$ cat config.mk
export PLATFORM = sky130hd
export DESIGN_NAME = irrigation_zone_scheduler
export DESIGN_NICKNAME = d
export VERILOG_FILES = /design/src/rtl/irrigation_zone_scheduler.sv
export SDC_FILE = /design/constraint.sdc
export NUM_CORES = 1
export LEC_CHECK = 0
export ABC_CLOCK_PERIOD_IN_PS = 2700
export CAP_MARGIN = 40
export CORE_AREA = 2 2 58 60
export DETAILED_ROUTE_END_ITERATION = 10
export DIE_AREA = 0 0 60 62
export PLACE_DENSITY = 0.79
export SLEW_MARGIN = 25
export SYNTH_ARGS = -nofsm -noshare
export SYNTH_HDL_FRONTEND = slang
export SYNTH_SLANG_ARGS = --single-unit
$ cat constraint.sdc
create_clock -name clock -period 2.7 [get_ports clock]
set_input_delay 0.81 -clock clock [delete_from_list [all_inputs] [get_ports clock]]
set_output_delay 0.81 -clock clock [all_outputs]
set_load 0.005 [all_outputs]
$ cat src/rtl/irrigation_zone_scheduler.sv
// Multi-zone irrigation scheduler: debounced tank levels, round-robin dry-zone scan,
// valve settle then timed sprinkler/dripper run. Optional ALARM_BLINK_EN blinks the low-water alarm.
module irrigation_zone_scheduler #(
    parameter int ZONES          = 4,
    parameter int DEBOUNCE_TICKS = 4,
    parameter int SETTLE_TICKS   = 2,
    parameter int IRRIGATE_TICKS = 8,
    localparam int PW            = (ZONES > 2) ? $clog2(ZONES) : 1
) (
    input  logic             clock,
    input  logic             reset,
    input  logic             tick,
    input  logic             low_water_level,
    input  logic             mid_water_level,
    input  logic             high_water_level,
    input  logic [ZONES-1:0] earth_humidity,
    input  logic             air_humidity,
    input  logic             low_temperature,
    output logic             conflicting_values,
    output logic             water_supply_valvule,
    output logic [ZONES-1:0] zone_valvule,
    output logic             splinker_bomb,
    output logic             dripper_valvule,
    output logic             alarm,
    output logic [PW-1:0]    active_zone,
    output logic [2:0]       fsm_state
);

    localparam int TMAX = (SETTLE_TICKS > IRRIGATE_TICKS) ? SETTLE_TICKS : IRRIGATE_TICKS;
    localparam int TW   = $clog2(TMAX + 1);
    localparam int SCW  = $clog2(ZONES + 1);
    localparam int DCW  = $clog2(DEBOUNCE_TICKS + 1);

    typedef enum logic [2:0] {
        ST_IDLE     = 3'd0,
        ST_SCAN     = 3'd1,
        ST_SETTLE   = 3'd2,
        ST_IRRIGATE = 3'd3,
        ST_FAULT    = 3'd4
    } state_t;

    // Level vectors are ordered {high, mid, low}
    logic [2:0]          lvl_raw;
    logic [2:0]          lvl_q, lvl_d;
    logic [2:0][DCW-1:0] deb_q, deb_d;
    state_t              state_q, state_d;
    logic [PW-1:0]       ptr_q, ptr_d, ptr_next;
    logic [SCW-1:0]      scan_q, scan_d;
    logic [TW-1:0]       timer_q, timer_d;
    logic                mode_q, mode_d;
    logic                conflict;
    logic                zone_dry;
    logic                valve_on;

    always_comb begin
        lvl_raw = {high_water_level, mid_water_level, low_water_level};
        lvl_d   = lvl_q;
        deb_d   = deb_q;
        if (tick) begin
            for (int i = 0; i < 3; i++) begin
                if (lvl_raw[i] == lvl_q[i]) begin
                    deb_d[i] = '0;
                end else begin
                    deb_d[i] = deb_q[i] + DCW'(1);
                    if (deb_d[i] == DCW'(DEBOUNCE_TICKS)) begin
                        lvl_d[i] = lvl_raw[i];
                        deb_d[i] = '0;
                    end
                end
            end
        end
    end

    always_comb begin
        conflict = (lvl_q[2] & ~lvl_q[1]) | (lvl_q[1] & ~lvl_q[0]);
        zone_dry = ~earth_humidity[ptr_q];
        ptr_next = (ptr_q == PW'(ZONES - 1)) ? '0 : ptr_q + PW'(1);
    end

    always_comb begin
        state_d = state_q;
        ptr_d   = ptr_q;
        scan_d  = scan_q;
        timer_d = timer_q;
        mode_d  = mode_q;
        if (tick) begin
            // A sensor conflict overrides every state, including an active run
            if (conflict) begin
                state_d = ST_FAULT;
            end else begin
                case (state_q)
                    ST_IDLE: begin
                        scan_d  = '0;
                        state_d = ST_SCAN;
                    end
                    ST_SCAN: begin
                        if (zone_dry && lvl_q[0]) begin
                            state_d = ST_SETTLE;
                            timer_d = TW'(SETTLE_TICKS - 1);
                        end else begin
                            ptr_d  = ptr_next;
                            scan_d = scan_q + SCW'(1);
                            if (scan_d == SCW'(ZONES)) state_d = ST_IDLE;
                        end
                    end
                    ST_SETTLE: begin
                        if (timer_q == '0) begin
                            state_d = ST_IRRIGATE;
                            timer_d = TW'(IRRIGATE_TICKS - 1);
                            mode_d  = lvl_q[1] & ~air_humidity & ~low_temperature;
                        end else begin
                            timer_d = timer_q - TW'(1);
                        end
                    end
                    ST_IRRIGATE: begin
                        if ((timer_q == '0) || !zone_dry || !lvl_q[0]) begin
                            ptr_d   = ptr_next;
                            scan_d  = '0;
                            state_d = ST_SCAN;
                        end else begin
                            timer_d = timer_q - TW'(1);
                        end
                    end
                    ST_FAULT: state_d = ST_IDLE;
                    default:  state_d = ST_IDLE;
                endcase
            end
        end
    end

    always_ff @(posedge clock) begin
        if (reset) begin
            lvl_q   <= '0;
            deb_q   <= '0;
            state_q <= ST_IDLE;
            ptr_q   <= '0;
            scan_q  <= '0;
            timer_q <= '0;
            mode_q  <= 1'b0;
        end else begin
            lvl_q   <= lvl_d;
            deb_q   <= deb_d;
            state_q <= state_d;
            ptr_q   <= ptr_d;
            scan_q  <= scan_d;
            timer_q <= timer_d;
            mode_q  <= mode_d;
        end
    end

`ifdef ALARM_BLINK_EN
    logic blink_q, blink_d;

    always_comb begin
        blink_d = tick ? ~blink_q : blink_q;
    end

    always_ff @(posedge clock) begin
        if (reset) blink_q <= 1'b0;
        else       blink_q <= blink_d;
    end

    always_comb begin
        alarm = conflict | (~lvl_q[1] & blink_q);
    end
`else
    always_comb begin
        alarm = conflict | ~lvl_q[1];
    end
`endif

    // Every actuator is a decode of registered state only
    always_comb begin
        valve_on             = (state_q == ST_SETTLE) || (state_q == ST_IRRIGATE);
        zone_valvule         = valve_on ? (ZONES'(1) << ptr_q) : '0;
        splinker_bomb        = (state_q == ST_IRRIGATE) & mode_q;
        dripper_valvule      = (state_q == ST_IRRIGATE) & ~mode_q;
        conflicting_values   = conflict;
        water_supply_valvule = ~conflict & ~lvl_q[2];
        active_zone          = ptr_q;
        fsm_state            = state_q;
    end

endmodule

* After elaboration in Yosys (flattened, before gate mapping) *
Index checks and enable logic that the tools add are counted.

operators by class
  equality and inequality tests = 18
  order comparisons = 1
  add/subtract/negate cells = 6
  multiplexer cells = 26
  reduce and logical (&&, ||, !) cells = 18
  bitwise logic cells = 20
  shift operators = 1

operators by type and width
  cell                 count
  $mux 3               13
  $mux 4               4
  $reduce_and 5->1     3
  $add 3x1->3 const B  4
  $eq 3x3->1 const B   4
  $pmux 3 s4           1
  $pmux 4 s3           1
  $not 1->1            11
  $pmux 3 s3           1
  $reduce_and 3->1     3
  $ne 2x2->1 const B   4
  $reduce_and 4->1     2
  $and 1x1->1          7
  $eq 3x2->1 const B   2
  $mux 2               3
  $ne 3x3->1 const B   2
  $reduce_bool 3->1    2
  $logic_not 4->1      1
  $ne 4x4->1 const B   1
  $pmux 2 s2           1
  $shl 1x2->4 const A  1
  $sub 4x1->4 const B  1
  $eq 1x1->1           3
  $eq 3x1->1 const B   1
  11 further kinds     14

storage, ports and cells
  logic and storage cells = 101
  register bits = 25

* Depth between registers and ports, before layout *
  word-level depth = 7
  depth in mapped cells = 7
  depth with buffers taken out = 7

* Worst setup path before layout *
Ideal clock, no wire load.

  kind = input-to-reg
  from = in earth_humidity[3]
  to = reg state_q[1], in the netlist fsm_state[1]
  library setup time = 0.116 ns
  buffers on the path = 0
  data required time = 2.584 ns
  stages on the path = 5
  arrival = 1.967 ns
  setup slack = 0.616 ns
  path through = mux2_2 -> o22ai_4 -> mux2i_1 -> a21oi_1 -> a31o_2

between the ends
  longest elaborated chain between the ends = 7
  elaborated cells on any way between the ends = 12

ends and longest elaborated chain
  item                            line  source
  start, declared                 16    input logic [ZONES-1:0] earth_humidity,
  $bmux 1 s2 *                    76    zone_dry = ~earth_humidity[ptr_q];
  $mux 1 (implied by the code) *  76
  $not 1->1                       76
  $logic_and 1x1->1               97    if (zone_dry && lvl_q[0]) begin
  $mux 3                          97
  $pmux 3 s4                      91    case (state_q)
  $mux 3                          88    if (conflict) begin
  end signal, assigned            143   state_q <= state_d;
  end, declared                   46    state_t state_q, state_d;

Every way passes the cells marked *; elsewhere a longest branch is shown, timed or not. The select of a mux whose other input is x is not followed.
A chain may end at the register's enable or synchronous reset.

* Worst setup path after layout *
  from = reg state_q[0], in the netlist fsm_state[0]
  to = out splinker_bomb

between the ends
  longest elaborated chain between the ends = 2

ends and longest elaborated chain
  item           line  source
  $eq 3x2->1     176   splinker_bomb = (state_q == ST_IRRIGATE) & mode_q;
  $and 1x1->1    176
  end, declared  22    output logic splinker_bomb,

No other way between the ends.

==> metrics <==
status finished, final reports clean; #FFs+latches synth 25; MaxCap Viol Count 0; RSZ-0062 raised after global routing no; fraction of synthesized cell area taken by the top area cell type between 30% and 40%; Sink Count 25; Post-Syn Area 1622 um2; CTS tree done; P&R area growth vs syn 21.30%; Final Skew around 0.011 ns; Routed wire per std cell between 10 and 15 um; DR pass1 iterations 4; Netlist cell types 48; Final Hold Vio Count 0; fin area between 1500 and 2000 um2; CTS Buf Count 3; crit start category register; critical path's top delay family buffers and inverters; largest net degree at the start of global routing 14; Yosys warnings 0; share of layout cells above drive strength 1 between 10% and 20%; ys async rst share 0%; Worst VDD drop ~0.17 mV; FP Rows 21; Final Wtd Congestion between 0.8 and 0.9; Die X-Extent roughly 60 um; # Post-CTS Setup Buffers 0; Synth Area per Inst 8.359 um2; initial antenna violation count 0; pre-CTS WS between 0.09 and 0.1 ns; CORE AREA 3179 um2; leading area contributor after synthesis dfxtp_1; Slew Limit Fails 0; critical path's slowest cell clkdlybuf4s50_1; Hold WC Path Type register to register; reg2reg path depth 7; final WL 3307 um; Post-Synthesis Cells a little under 200; All-Layer GR Usage 19.14%; clock latency on the worst-skew pair about 0.32 ns; CP cell instances inv_1 -> nor2_1 -> and3_1 -> clkdlybuf4s50_1; Final #Nets ~250; # setup viols final 0; slowest stage delay, CP ~0.49 ns; ys flop type dfxtp_1; WP depth 4; sequential share of the synthesized area around 31%; syn_nets ~220; CP endpoint kind output pin; Tcrit/Tclk final about 94%; critical path class register to output pin; # diodes 0; placed cell area just under 2000 um2; DP HPWL 2584 um; Rel. slew slack around two thirds; die area ~3700 um2; Slew @ Worst Pin 0.4891 ns; Tmin final 2.545 ns; H-tree Lvls 1; DR vias 1427; vias in the first global route between 1000 and 1500; Starting Density 51.00%; First DRT Iteration DRCs 34; Max Freq just under 400 MHz; Hold Crit Depth 2; Data arrival, critical path 1.74 ns; final antenna-violating net count 0; chip height 62 um; first-pass GRT wire length around 5500 um; Residual DRC 0; Power Density 342.7 nW/um2; DR vias/cell roughly 5.3; setup TNS 0 ns; Req. time, crit path around 1.9 ns; clk buf depth 2; final setup margin between 0.15 and 0.2 ns; gr ovfl total 0; leakage 0.7837 nW; fin util between 60% and 70%; Synth area leaders dfxtp_1, ha_1, nor2_1; Port-buffer cells 25; Clock Tree Root clkbuf_4; IO Pins 26; CP Buf/Inv Count 2; CP max FO 8; Clock transition at path regs 0.14 ns; Post-synth EDFFs 0
[Yosys cell counts (2+ instances only)]
cell / number
xor2_1: 4
nor2_1: 26
o21ai_0: 3
mux2_2: 2
o31ai_1: 4
a21oi_1: 19
nor2b_1: 2
nand3b_1: 5
and2_1: 5
xnor2_1: 3
nor4_1: 7
nand2b_1: 3
a2111oi_0: 2
a211oi_1: 3
dfxtp_1: 25
inv_1: 9
clkbuf_1: 6
nor3_1: 3
ha_1: 13
mux2i_1: 7
nand2_1: 14
nand3_1: 3
[through the flow]
| stage | power (mW) | hold slack (ns) | cells |
|---|---|---|---|
| floorplan | 0.4657 | 0.4661 | 194 |
| global placement | 0.5073 | 0.4861 | 263 |
| detailed placement | 0.5093 | 0.4911 | 263 |
| CTS | 0.6830 | 0.5131 | 267 |
| global route | 0.7095 | 0.5490 | 267 |
| finish | 0.6741 | 0.5115 | 267 |
[report_power, final]
| part | total, mW | internal, mW | switching [mW] |
|---|---|---|---|
| clock | 0.172 | 0.0578 | 0.115 |
| sequential | 0.390 | 0.378 | 0.0116 |
| combinational | 0.112 | 0.0555 | 0.0564 |
| total | 0.674 | 0.492 | 0.183 |
[cell usage in the layout, fill, tap and decap left out, types with 4 or more instances in the layout]
cell	Yosys	layout
ha_1	13	13
mux2i_1	7	7
nor2_1	26	26
a21oi_1	19	19
inv_1	9	9
nand3b_1	5	5
xor2_1	4	4
nor4_1	7	7
o31ai_1	4	4
dfxtp_1	25	24
clkdlybuf4s50_1	0	25
nand2_1	14	14
and2_1	5	5
buf_4	0	5
[what timing repair did]
action | in CTS | in global routing
endpoints found under the hold margin | 0 | 0
setup endpoints to repair | 0 | 1
resized for setup | 0 | 1
hold buffers | 0 | 0
[cell families after synthesis]
logic type | synth area share (%)
buffers and inverters | 4.012
muxes | 5.710
adders and majority gates | 10.03
xor gates and xnor gates | 3.781
and+or+nand+nor | 24.77
AOI/OAI and AO/OA | 20.83
DFF | 30.86
[tightest hold or removal path, cell delays in order, from the launching register on]
cell and delay [ns]:
dfxtp_1 0.36, nand2_1 0.08, a21oi_2 0.04
[final timing paths]
check / slack, ns / end / from
worst max-delay path: 0.15 / splinker_bomb / fsm_state[0]
worst max register to register: 0.68 / active_zone[1] / timer_q[0]
worst min register to register: 0.51 / timer_q[1] / timer_q[1]
worst min-delay path: 0.51 / timer_q[1] / timer_q[1]
[cell type report]
class	instances	area [um2]
multi-input combinational	152	1056
clock buffer	4	26.28
fill	289	1212
inverter	10	37.54
tap	46	57.56
timing repair buffer	30	287.8
sequential	25	501.7
[layer usage]
metal	GRT usage, %	wire length [um]	vias to the layer above	share of wire (%)
li1	-	-	751	-
met1	24.14	1572	646	48
met2	33.70	1615	26	49
met3	2.277	91	4	2.8
met4	6.984	28	0	0.85
met5	0	0	-	0
[state kept, by name, summed over array words and instances (netlist names)]
register,flops
mode_q,1
scan_q,3
active_zone,2
lvl_q,3
timer_q,4
fsm_state,3
deb_q,9
(Power assumes the default switching activity.)
